`config.mk`:
```
export PLATFORM = sky130hd
export DESIGN_NAME = jt89_regs
export DESIGN_NICKNAME = d
export VERILOG_FILES = /design/src/rtl/jt89_regs.sv
export SDC_FILE = /design/constraint.sdc
export NUM_CORES = 1
export LEC_CHECK = 0
export BUFFER_PORTS_ARGS = -buffer_cell sky130_fd_sc_hd__buf_2
export CORE_ASPECT_RATIO = 0.75
export CORE_MARGIN = 1
export CORE_UTILIZATION = 53
export CTS_CLUSTER_SIZE = 40
export DETAILED_ROUTE_END_ITERATION = 8
export PLACE_DENSITY = 0.76
export SLEW_MARGIN = 20
export SYNTH_ARGS = -nofsm -noshare
export SYNTH_HDL_FRONTEND = slang
export SYNTH_SLANG_ARGS = --single-unit
```
`constraint.sdc`:
```
create_clock -name clk -period 2.69 [get_ports clk]
set_input_delay 0.1345 -clock clk [delete_from_list [all_inputs] [get_ports clk]]
set_output_delay 0.1345 -clock clk [all_outputs]
set_load 0.01 [all_outputs]
```
`src/rtl/jt89_regs.sv`:
```
// jt89_regs: CPU-side register file and write sequencer for an SN76489-compatible PSG.
// Decodes latch/data bytes into tone periods, attenuations and the noise control word,
// raises the noise-LFSR clear request on ctrl3 writes, and models the chip busy time on ready.
// Optional feature macro: JT89_REGS_READBACK_EN adds rd_addr/dout register readback.
module jt89_regs #(
   parameter int unsigned BUSY_CYCLES = 32,
   parameter int unsigned CW          = 6
) (
   input  logic        clk,
   input  logic        rst_n,
   input  logic        clk_en,
   input  logic        cs_n,
   input  logic        wr_n,
   input  logic [7:0]  din,
`ifdef JT89_REGS_READBACK_EN
   input  logic [2:0]  rd_addr,
   output logic [9:0]  dout,
`endif
   output logic        ready,
   output logic [9:0]  tone0,
   output logic [9:0]  tone1,
   output logic [9:0]  tone2,
   output logic [3:0]  vol0,
   output logic [3:0]  vol1,
   output logic [3:0]  vol2,
   output logic [3:0]  vol3,
   output logic [2:0]  ctrl3,
   output logic        clr
);

   logic [2:0]    idx_q,   idx_d;
   logic [9:0]    tone_q [3];
   logic [9:0]    tone_d [3];
   logic [3:0]    vol_q  [4];
   logic [3:0]    vol_d  [4];
   logic [2:0]    ctrl3_q, ctrl3_d;
   logic          clr_q,   clr_d;
   logic          ready_q, ready_d;
   logic [CW-1:0] cnt_q,   cnt_d;
   logic          stb_q,   stb_d;

   logic          stb;
   logic          accept;
   logic [2:0]    wr_idx;

   // Latch byte rewrites the low nibble; data byte rewrites the upper six bits.
   function automatic logic [9:0] tone_wr(input logic [9:0] old, input logic [7:0] d);
      tone_wr = d[7] ? {old[9:4], d[3:0]} : {d[5:0], old[3:0]};
   endfunction

   // Write decode, noise clear request and busy countdown.
   always_comb begin
      idx_d   = idx_q;
      tone_d  = tone_q;
      vol_d   = vol_q;
      ctrl3_d = ctrl3_q;
      clr_d   = clr_q & ~clk_en;
      ready_d = ready_q;
      cnt_d   = cnt_q;

      stb     = ~cs_n & ~wr_n;
      stb_d   = stb;
      accept  = stb & ~stb_q & ready_q;
      wr_idx  = din[7] ? din[6:4] : idx_q;

      if (accept) begin
         if (din[7]) idx_d = din[6:4];
         case (wr_idx)
            3'd0: tone_d[0] = tone_wr(tone_q[0], din);
            3'd1: vol_d[0]  = din[3:0];
            3'd2: tone_d[1] = tone_wr(tone_q[1], din);
            3'd3: vol_d[1]  = din[3:0];
            3'd4: tone_d[2] = tone_wr(tone_q[2], din);
            3'd5: vol_d[2]  = din[3:0];
            3'd6: begin
               ctrl3_d = din[2:0];
               clr_d   = 1'b1;
            end
            default: vol_d[3] = din[3:0];
         endcase
      end

      if (accept && (BUSY_CYCLES != 0)) begin
         cnt_d   = CW'(BUSY_CYCLES);
         ready_d = 1'b0;
      end else if (!ready_q && clk_en) begin
         cnt_d = cnt_q - CW'(1);
         if (cnt_q == CW'(1)) ready_d = 1'b1;
      end
   end

   // Register state; reset also drops any pending clear and busy period.
   always_ff @(posedge clk or negedge rst_n) begin
      if (!rst_n) begin
         idx_q   <= 3'd0;
         for (int i = 0; i < 3; i++) tone_q[i] <= 10'd0;
         for (int i = 0; i < 4; i++) vol_q[i]  <= 4'hF;
         ctrl3_q <= 3'd0;
         clr_q   <= 1'b0;
         ready_q <= 1'b1;
         cnt_q   <= '0;
         stb_q   <= 1'b0;
      end else begin
         idx_q   <= idx_d;
         tone_q  <= tone_d;
         vol_q   <= vol_d;
         ctrl3_q <= ctrl3_d;
         clr_q   <= clr_d;
         ready_q <= ready_d;
         cnt_q   <= cnt_d;
         stb_q   <= stb_d;
      end
   end

`ifdef JT89_REGS_READBACK_EN
   logic [9:0] dout_q, dout_d;

   // Readback mux over the index map, zero-extended.
   always_comb begin
      dout_d = 10'd0;
      case (rd_addr)
         3'd0: dout_d = tone_q[0];
         3'd1: dout_d = {6'd0, vol_q[0]};
         3'd2: dout_d = tone_q[1];
         3'd3: dout_d = {6'd0, vol_q[1]};
         3'd4: dout_d = tone_q[2];
         3'd5: dout_d = {6'd0, vol_q[2]};
         3'd6: dout_d = {7'd0, ctrl3_q};
         default: dout_d = {6'd0, vol_q[3]};
      endcase
   end

   // Readback register, one clk of latency.
   always_ff @(posedge clk or negedge rst_n) begin
      if (!rst_n) dout_q <= 10'd0;
      else        dout_q <= dout_d;
   end

   assign dout = dout_q;
`endif

   assign ready = ready_q;
   assign tone0 = tone_q[0];
   assign tone1 = tone_q[1];
   assign tone2 = tone_q[2];
   assign vol0  = vol_q[0];
   assign vol1  = vol_q[1];
   assign vol2  = vol_q[2];
   assign vol3  = vol_q[3];
   assign ctrl3 = ctrl3_q;
   assign clr   = clr_q;

endmodule
```
==> results of run 1 <==
report_power, final:
part | switching, mW | internal, mW | total [mW]
clock | 0.324 | 0.385 | 0.709
sequential | 0.188 | 1.25 | 1.44
combinational | 0.415 | 0.421 | 0.835
total | 0.927 | 2.06 | 2.98
kinds of logic (layout without fill, tap and decap cells):
kind of cell             Yosys count  after routing
XOR/XNOR                           1              1
flip-flops                        61             61
buffers and inverters             13             88
multiplexers                      54             54
AO/OA/AOI/OAI                     16             16
AND/OR/NAND/NOR                   35             35
adder cells (fa/ha/maj)            2              2
layout make-up:
cell class | count | area [um^2]
clock inverters | 1 | 5.005
fillers | 339 | 1409
repair buffers | 69 | 380.4
multi-input cells | 108 | 1007
clock buffers | 15 | 166.4
flip-flops and latches | 61 | 1548
inverters | 3 | 11.26
well taps | 57 | 71.32
registers in the layout, indices dropped and copies added (netlist names):
name,cells
vol1,4
cnt_q,6
ready,1
vol0,4
tone2,10
stb_q,1
tone0,10
tone1,10
vol3,4
idx_q,3
vol2,4
ctrl3,3
clr,1
critical path, delay by kind of cell (launching register included):
family / cells / cell delay [ns]
and+or+nand+nor: 1 / 0.67
muxes: 1 / 0.37
AOI/OAI and AO/OA: 1 / 0.37
DFF: 1 / 0.57
cells in the mapped netlist:
library cell and count:
a21oi_1 4, xor2_1 1, a211oi_4 3, or4_1 1, a21o_1 1, nand3b_1 3, nand2b_1 1, and3b_1 1
mux2_2 49, or4b_2 1, buf_1 2, buf_4 1, mux2_1 3, clkbuf_2 1, inv_1 3, o21a_1 1
or3b_2 1, o21ai_0 4, nor4b_2 1, mux2i_1 2, buf_6 1, nor3b_1 3, ha_1 2, nor2_1 4
nand3_1 8, dfrtp_1 44, dfstp_2 17, o211ai_1 1, buf_2 1, nor3_1 3, clkbuf_1 4, o211a_1 1
o31ai_1 1, nand2_1 2, or4b_1 1, or3_1 3, nand3_2 2
final timing paths:
path                       startpoint       end  slack, ns  cells past startpoint
hold reg to reg              tone2[6]  tone2[6]       0.50                      1
setup / recovery                ready  ctrl3[1]       0.59                      3
hold / removal                 clk_en       clr       0.10                      3
setup reg to reg                ready  ctrl3[1]       0.59                      3
min in group asynchronous       rst_n  tone2[7]       0.38                      2
max in group asynchronous       rst_n   vol3[2]       1.65                      3
metrics by stage:
stage	total power, mW	std cells	setup slack [ns]	utilization, %	hold WS, ns
floorplan	1.931	182	0.7805	-	-0.1611
global placement	2.258	295	0.6313	64.98	0.2050
detailed placement	2.289	295	0.5922	64.98	0.2037
CTS	3.010	314	0.5915	69.36	0.09187
global route	3.177	314	0.4805	69.36	0.1094
finish	2.985	314	0.5941	69.36	0.1050
metal layers:
| metal | wire [um] | share of wire (%) |
|---|---|---|
| met1 | 2419 | 46 |
| met2 | 2361 | 45 |
| met3 | 438 | 8.3 |
| met4 | 33 | 0.63 |
| met5 | 0 | 0 |
==> summary.md, run 1 <==
| Metric | Value |
|---|---|
| Rows | `21` |
| Die area | `5226 um^2` |
| DRC | `0` |
| Initial core utilization | `56.93%` |
| Core area | `4598 um^2` |
| ANT nets after route | `0` |
| Post-Syn Instances | `182` |
| Die W | `83.15 um` |
| Clock latency at the later pin of the worst-skew pair | `0.34 ns` |
| Global-route wire length before repair | `8990 um` |
| H-tree levels | `3` |
| Syn Area/Cell | `14.38 um^2` |
| I/O pins | `64` |
| Antenna Cells | `0` |
| CTS max path bufs | `2` |
| CTS buffer count | `9` |
| Pin count of the biggest net entering global routing | `33` |
| Leading area contributor after synthesis | `dfrtp_1` |
| Vias in the first global route | `1740` |
| Simple-gate area share of the yosys netlist | `8.700%` |
| Peak Freq | `477.1 MHz` |
| Pre-Repair DR Iteration Count | `4` |
| Max Clock Skew | `0.008690 ns` |
| Synth top area cells | `dfrtp_1 42%, mux2_2 21%, dfstp_2 17%` |
| Die Ht | `62.86 um` |
| Min Tclk post-route | `2.096 ns` |
| VDD IR max | `0.5736 mV` |
| Mux cell area share after synthesis | `23.14%` |
| Share of cells above drive strength 1 | `59.14%` |
| Area growth, synth to finish | `21.85%` |
| Commonest non-fill, non-tap cell in the layout | `buf_2` |
| Post-synth top area share | `42.07%` |
| Setup bufs post-CTS | `0` |
| Post-synthesis adder-cell area fraction | `0.9560%` |
| Worst Path Arrival | `2.31 ns` |
| Design area | `3189 um^2` |
| Worst Path Class, Setup | `register to register` |
| Post-synthesis compound-gate area fraction | `5.354%` |
| Iter 0 DRT Violations | `69` |
| # port buffers | `63` |
| Vias/cell | `5.506` |
| WL/cell | `16.73 um` |
| Synth Area in XOR/XNOR | `0.3346%` |
| Synth warn | `0` |
| Crit path required time | `2.90 ns` |
| Resized Gates After CTS | `0` |
| Syn_nets | `197` |
| GRT Total Usage | `22.83%` |
| Root Buffer | `clkbuf_8` |
| Register area share after synthesis | `59.13%` |
| Largest stage delay, worst path | `0.67 ns` |
| Final setup TNS | `0 ns` |
| DR vias | `1729` |
| M1 GR Usage | `30.97%` |
| Tcrit/Tclk final | `77.91%` |
| TritonCTS clock tree | `yes` |
| RSZ-0062 raised after global routing | `no` |
| Leakage power | `1.633 nW` |
| Most Crowded Layer GR | `met2` |
| Critical-path top delay cell | `or4b_1` |
| Slew @ Worst Pin | `0.6729 ns` |
| Max cap viols | `0` |
| Final Wtd Congestion | `0.7368` |
| Critical path endpoint category | `register` |
| Slew Limit Fails | `0` |
| Crit path launch type | `register` |
| Nets@finish | `267` |
| HP Class | `input port to register` |
| Cell Pwr Density | `935.8 nW/um^2` |
| Post-synthesis cell area | `2618 um^2` |
| Status | `finished clean` |
| Clock-pin slew on the worst setup and hold paths | `0.06 ns` |
| Overflow after GRT | `0` |
| Critical path peak fanout | `7` |
| Distinct cells, synth | `37` |
| Detail Placement HPWL | `3610 um` |
| Highest-count cells in the layout ignoring fill and taps | `63 x buf_2, 49 x mux2_2, 44 x dfrtp_1` |
| #FFs+latches synth | `61` |
| WL final | `5253 um` |
| # clock sinks | `61` |
| Final hold vios | `0` |
| Met2 Track Usage GR | `33.40%` |
| DP Area | `2988 um^2` |
| Hold_buf cts | `3` |
| Antenna violations before repair | `0` |
| Met3 Track Usage GR | `10.83%` |
| Slew headroom | `55.14%` |
| Setup Viol. Count Final | `0` |
| CP cell instances | `or4b_1 > a211oi_4 > mux2_2` |
| Main combinational cell family by area after synthesis | `multiplexers` |
(Power assumes the default switching activity.)
==> run 2, diff against run 1 <==
--- a/config.mk
+++ b/config.mk
@@ -8,10 +8,10 @@
 export BUFFER_PORTS_ARGS = -buffer_cell sky130_fd_sc_hd__buf_2
 export CORE_ASPECT_RATIO = 0.75
 export CORE_MARGIN = 1
-export CORE_UTILIZATION = 53
+export CORE_UTILIZATION = 47
 export CTS_CLUSTER_SIZE = 40
 export DETAILED_ROUTE_END_ITERATION = 8
-export PLACE_DENSITY = 0.76
+export PLACE_DENSITY = 0.71
 export SLEW_MARGIN = 20
 export SYNTH_ARGS = -nofsm -noshare
 export SYNTH_HDL_FRONTEND = slang
==> constraint.sdc (replaced) <==
create_clock -name clk -period 1.7 [get_ports clk]
set_input_delay 0.085 -clock clk [delete_from_list [all_inputs] [get_ports clk]]
set_output_delay 0.085 -clock clk [all_outputs]
set_load 0.01 [all_outputs]
==> summary.md, run 2 (same netlist as run 1, synthesis figures left out) <==
| Metric | Value |
|---|---|
| Leakage power | `1.743 nW` |
| Peak Freq | `553.2 MHz` |
| Overflow after GRT | `0` |
| Worst Path Class, Setup | `register to register` |
| Final Wtd Congestion | `0.7392` |
| Iter 0 DRT Violations | `120` |
| R2R cell count | `3` |
| Overall power | `4.942 mW` |
| Min Tclk post-route | `1.808 ns` |
| Hold_sp | `clk_en` |
| WL final | `5596 um` |
| Net Sw Frac | `31.58%` |
| Tcrit/Tclk final | `106.3%` |
| Min-Delay Endpoint | `clr` |
| I/O pins | `64` |
| Crit path launch type | `register` |
| Max Clock Skew | `0.003692 ns` |
| GRT Total Usage | `21.27%` |
| Detail Placement HPWL | `3660 um` |
| Vias in the first global route | `1747` |
| # clock sinks | `61` |
| Slew Limit Fails | `0` |
| HP Class | `input port to register` |
| Share of cells above drive strength 1 | `65.45%` |
| CTS buffer count | `9` |
| VDD IR max | `0.7575 mV` |
| Setup Viol. Count Final | `27` |
| Die W | `88.17 um` |
| Clock-pin slew on the worst setup and hold paths | `0.06 ns` |
| Clk pwr share | `22.9%` |
| Failing checks | `negative setup slack` |
| TritonCTS clock tree | `yes` |
| Die area | `5875 um^2` |
| Slew headroom | `54.53%` |
| ANT nets after route | `0` |
| Cell Pwr Density | `1419 nW/um^2` |
| Initial core utilization | `48.90%` |
| Area growth, synth to finish | `33.03%` |
| Worst Path Arrival | `2.03 ns` |
| Max cap viols | `0` |
| Commonest non-fill, non-tap cell in the layout | `buf_2` |
| Rows | `23` |
| Root Buffer | `clkbuf_8` |
| Global-route wire length before repair | `8921 um` |
| Critical path peak fanout | `4` |
| Psw | `1.560 mW` |
| Core area | `5353 um^2` |
| Antenna Cells | `0` |
| RR Startpoint | `ready` |
| Internal power | `3.381 mW` |
| DR vias | `1792` |
| Number of cells on the worst hold path | `3` |
| Crit path required time | `1.92 ns` |
| WL/cell | `15.99 um` |
| Die Ht | `66.63 um` |
| Comb pwr share | `31.9%` |
| RSZ-0062 raised after global routing | `yes` |
| Clock latency at the later pin of the worst-skew pair | `0.33 ns` |
| Highest-count cells in the layout ignoring fill and taps | `63 x buf_2, 45 x mux2_2, 44 x dfrtp_1` |
| Antenna violations before repair | `0` |
| DRC | `0` |
| Pin count of the biggest net entering global routing | `40` |
| Cells after DPL | `323` |
| Post-route insts no fill | `350` |
| CTS max path bufs | `2` |
| Final hold vios | `0` |
| Flop pwr share | `45.2%` |
| Slew @ Worst Pin | `0.6806 ns` |
| Worst r2r dst | `ctrl3[1]` |
| Pre-Repair DR Iteration Count | `5` |
| Setup WS post-layout | `-0.1077 ns` |
| R2r setup slk | `-0.11 ns` |
| Status | `finished, violations left` |
| # port buffers | `63` |
| Nets@finish | `285` |
| Vias/cell | `5.120` |
| Critical path endpoint category | `register` |
| H-tree levels | `3` |
## run 2: cell types whose count changed in the layout (fill, tap and decap cells not counted), sizes merged
cell    previous run  this run
clkbuf            15        14
buf               66        84
clkinv             1         2
## run 2: repair_timing
action / CTS / global route
hold buffers: 3 / 0
cloned: 0 / 1
endpoints found under the hold margin: 23 / 0
pin swaps: 0 / 1
setup buffers: 5 / 2
resized for setup: 15 / 15
setup endpoints to repair: 36 / 50
## run 2: power groups by stage
stage | clock (mW) | combinational, mW | sequential [mW]
2_1_floorplan | 0 | 0.632 | 2.42
5_1_grt | 1.25 | 1.73 | 2.30
3_3_place_gp | 0 | 1.43 | 2.23
3_5_place_dp | 0 | 1.46 | 2.24
4_1_cts | 1.17 | 1.53 | 2.23
6_report | 1.13 | 1.57 | 2.23
## run 2: final cells by class
class / instances / area (um^2)
sequential: 61 / 1548
clock inverter: 2 / 10.01
multi-input combinational: 108 / 1122
timing repair buffer: 87 / 534.3
clock buffer: 14 / 162.7
tap: 75 / 93.84
inverter: 3 / 11.26
fill: 431 / 1871
## run 2: worst max-delay path by stage
| stage | slack, ns | startpoint | to | cells past startpoint |
|---|---|---|---|---|
| global placement | -0.18 | ready | ctrl3[0] | 3 |
| detailed placement | -0.23 | ready | ctrl3[1] | 3 |
| global route | -0.16 | ready | ctrl3[2] | 3 |
| floorplan | -0.16 | ready | ctrl3[0] | 4 |
| finish | -0.11 | ready | ctrl3[1] | 3 |
| CTS | -0.12 | ready | ctrl3[1] | 3 |
## run 2: critical path, cell delays in order, from the launching register on
cell and delay, ns:
dfstp_2 0.53, or4b_4 0.52, a211oi_4 0.26, mux2_2 0.37
## run 2: stage by stage
stage | hold WS, ns | setup slack (ns) | util, % | TNS, ns | cell area, um^2
final | 0.05054 | -0.1077 | 65.05 | -1.653 | 3482
after global routing | 0.04482 | -0.1603 | 65.05 | -3.803 | 3482
after CTS | 0.03826 | -0.1232 | 63.46 | -1.001 | 3397
after detailed placement | 0.09468 | -0.2349 | 57.64 | -4.300 | 3085
after global placement | 0.09519 | -0.1826 | 57.64 | -3.032 | 3085
after floorplan | -0.2106 | -0.1589 | - | -2.094 | 2618
## run 2: per-layer routing
metal / track usage (%) / vias up / routed length [um]
li1: - / 834 / -
met1: 28.28 / 893 / 2731
met2: 31.54 / 61 / 2506
met3: 8.922 / 4 / 327
met4: 6.653 / 0 / 31
met5: 0 / - / 0
==> run 3, diff against run 2 <==
--- a/config.mk
+++ b/config.mk
@@ -12,6 +12,7 @@
 export CTS_CLUSTER_SIZE = 40
 export DETAILED_ROUTE_END_ITERATION = 8
 export PLACE_DENSITY = 0.71
+export SETUP_SLACK_MARGIN = 0.3
 export SLEW_MARGIN = 20
 export SYNTH_ARGS = -nofsm -noshare
 export SYNTH_HDL_FRONTEND = slang
==> summary.md, run 3 (same netlist as run 1, synthesis figures left out) <==
| Metric | Value |
|---|---|
| Failing checks | `negative setup slack` |
| Critical path peak fanout | `4` |
| Max cap viols | `0` |
| Setup Viol. Count Final | `37` |
| Post-route insts no fill | `353` |
| # clock sinks | `61` |
| Global-route wire length before repair | `9066 um` |
| WL/cell | `16.50 um` |
| Rows | `23` |
| Die Ht | `66.63 um` |
| Net Sw Frac | `31.24%` |
| Tcrit/Tclk final | `105.7%` |
| Slew Limit Fails | `0` |
| Crit path required time | `1.96 ns` |
| Psw | `1.569 mW` |
| Critical path endpoint category | `register` |
| Min Tclk post-route | `1.797 ns` |
| Slew headroom | `53.10%` |
| Die area | `5875 um^2` |
| DRC | `0` |
| Vias/cell | `5.048` |
| Clock latency at the later pin of the worst-skew pair | `0.34 ns` |
| Worst Path Arrival | `2.06 ns` |
| Commonest non-fill, non-tap cell in the layout | `buf_2` |
| Vias in the first global route | `1732` |
| Overflow after GRT | `0` |
| I/O pins | `64` |
| Iter 0 DRT Violations | `50` |
| Status | `finished, violations left` |
| RSZ-0062 raised after global routing | `yes` |
| DR vias | `1782` |
| Internal power | `3.453 mW` |
| # port buffers | `63` |
| RR Startpoint | `ready` |
| Pin count of the biggest net entering global routing | `62` |
| GRT Total Usage | `21.89%` |
| Crit path launch type | `register` |
| Nets@finish | `288` |
| Worst Path Class, Setup | `register to register` |
| Slew @ Worst Pin | `0.7020 ns` |
| CTS buffer count | `9` |
| Clk pwr share | `22.4%` |
| DP Area | `3085 um^2` |
| VDD IR max | `0.7599 mV` |
| R2R cell count | `3` |
| Final Wtd Congestion | `0.7800` |
| ANT nets after route | `0` |
| CP startpoint | `ready` |
| Antenna Cells | `0` |
| Cell Pwr Density | `1408 nW/um^2` |
| Final hold vios | `0` |
| Setup WS post-layout | `-0.09686 ns` |
| H-tree levels | `3` |
| Flop pwr share | `44.5%` |
| Initial core utilization | `48.90%` |
| Clock-pin slew on the worst setup and hold paths | `0.06 ns` |
| HP Class | `input port to register` |
| Cells after DPL | `323` |
| Core area | `5353 um^2` |
| Area growth, synth to finish | `36.33%` |
| Highest-count cells in the layout ignoring fill and taps | `63 x buf_2, 44 x dfrtp_1, 32 x mux2_2` |
| Root Buffer | `clkbuf_8` |
| WL final | `5825 um` |
| Critical Path End | `vol3[0]` |
| Comb pwr share | `33.1%` |
| Antenna violations before repair | `0` |
| R2r setup slk | `-0.1 ns` |
| Die W | `88.17 um` |
| Final hold slack | `0.05691 ns` |
| Peak Freq | `556.5 MHz` |
| Worst r2r dst | `vol3[0]` |
| Design area | `3568 um^2` |
| TritonCTS clock tree | `yes` |
| CTS max path bufs | `2` |
| Detail Placement HPWL | `3683 um` |
| Leakage power | `1.803 nW` |
| Share of cells above drive strength 1 | `66.91%` |
| Max Clock Skew | `0.01186 ns` |
| Pre-Repair DR Iteration Count | `4` |
run 3: cell types whose count changed in the layout (fill, tap and decap cells not counted):
cell	delta
inv_1	-1
ha_2	+1
inv_2	+1
nor3_1	-1
mux2_4	+13
mux2_2	-13
ha_1	-1
buf_4	+2
buf_8	+1
nor3_2	+1
run 3: worst min-delay path by stage:
stage | depth (start not counted) | endpoint | slack (ns) | startpoint
2_1_floorplan | 0 | clr | -0.21 | rst_n
3_3_place_gp | 2 | tone2[9] | 0.12 | rst_n
3_5_place_dp | 2 | tone2[9] | 0.12 | rst_n
4_1_cts | 3 | clr | 0.03 | clk_en
5_1_grt | 3 | clr | 0.06 | clk_en
6_report | 3 | clr | 0.06 | clk_en
run 3: area by class of cell:
class                           count  area (um^2)
Inverter                            3        11.26
Sequential cell                    61         1548
Fill cell                         430         1784
Timing Repair Buffer               90        564.3
Multi-Input combinational cell    108         1179
Clock inverter                      2        10.01
Tap cell                           75        93.84
Clock buffer                       14        162.7
run 3: critical path: stages, from the launching register on:
cell and delay, ns:
dfstp_2 0.52, or4b_4 0.52, a211oi_4 0.31, mux2_2 0.37
run 3: power groups by stage:
| stage | Clock (mW) | Combinational (mW) | Sequential (mW) |
|---|---|---|---|
| 2_1_floorplan | 0 | 0.632 | 2.42 |
| 3_3_place_gp | 0 | 1.42 | 2.22 |
| 3_5_place_dp | 0 | 1.47 | 2.24 |
| 4_1_cts | 1.17 | 1.61 | 2.23 |
| 5_1_grt | 1.23 | 1.82 | 2.30 |
| 6_report | 1.13 | 1.66 | 2.23 |
run 3: layer usage:
metal | vias up | part of all wire [%] | track usage, %
li1 | 833 | - | -
met1 | 891 | 49 | 30.30
met2 | 52 | 44 | 30.38
met3 | 6 | 7.0 | 9.046
met4 | 0 | 0.79 | 8.468
met5 | - | 0 | 0
run 3: through the flow:
step	TNS [ns]	utilization (%)	power (mW)	worst slack (ns)
after floorplan	-2.094	-	3.056	-0.1589
after global placement	-3.221	57.64	3.645	-0.1813
after detailed placement	-4.273	57.64	3.708	-0.2221
after CTS	-1.071	65.17	5.003	-0.1093
after global routing	-3.887	66.67	5.342	-0.1521
final	-1.283	66.67	5.023	-0.09686
run 3: what timing repair did:
item,4_1_cts,5_1_grt
cloned,1,0
endpoints found under the setup margin,59,60
buffers inserted,7,3
hold buffers,3,0
hold endpoints to repair,45,0
gates resized for setup,32,14
pin swaps,2,0
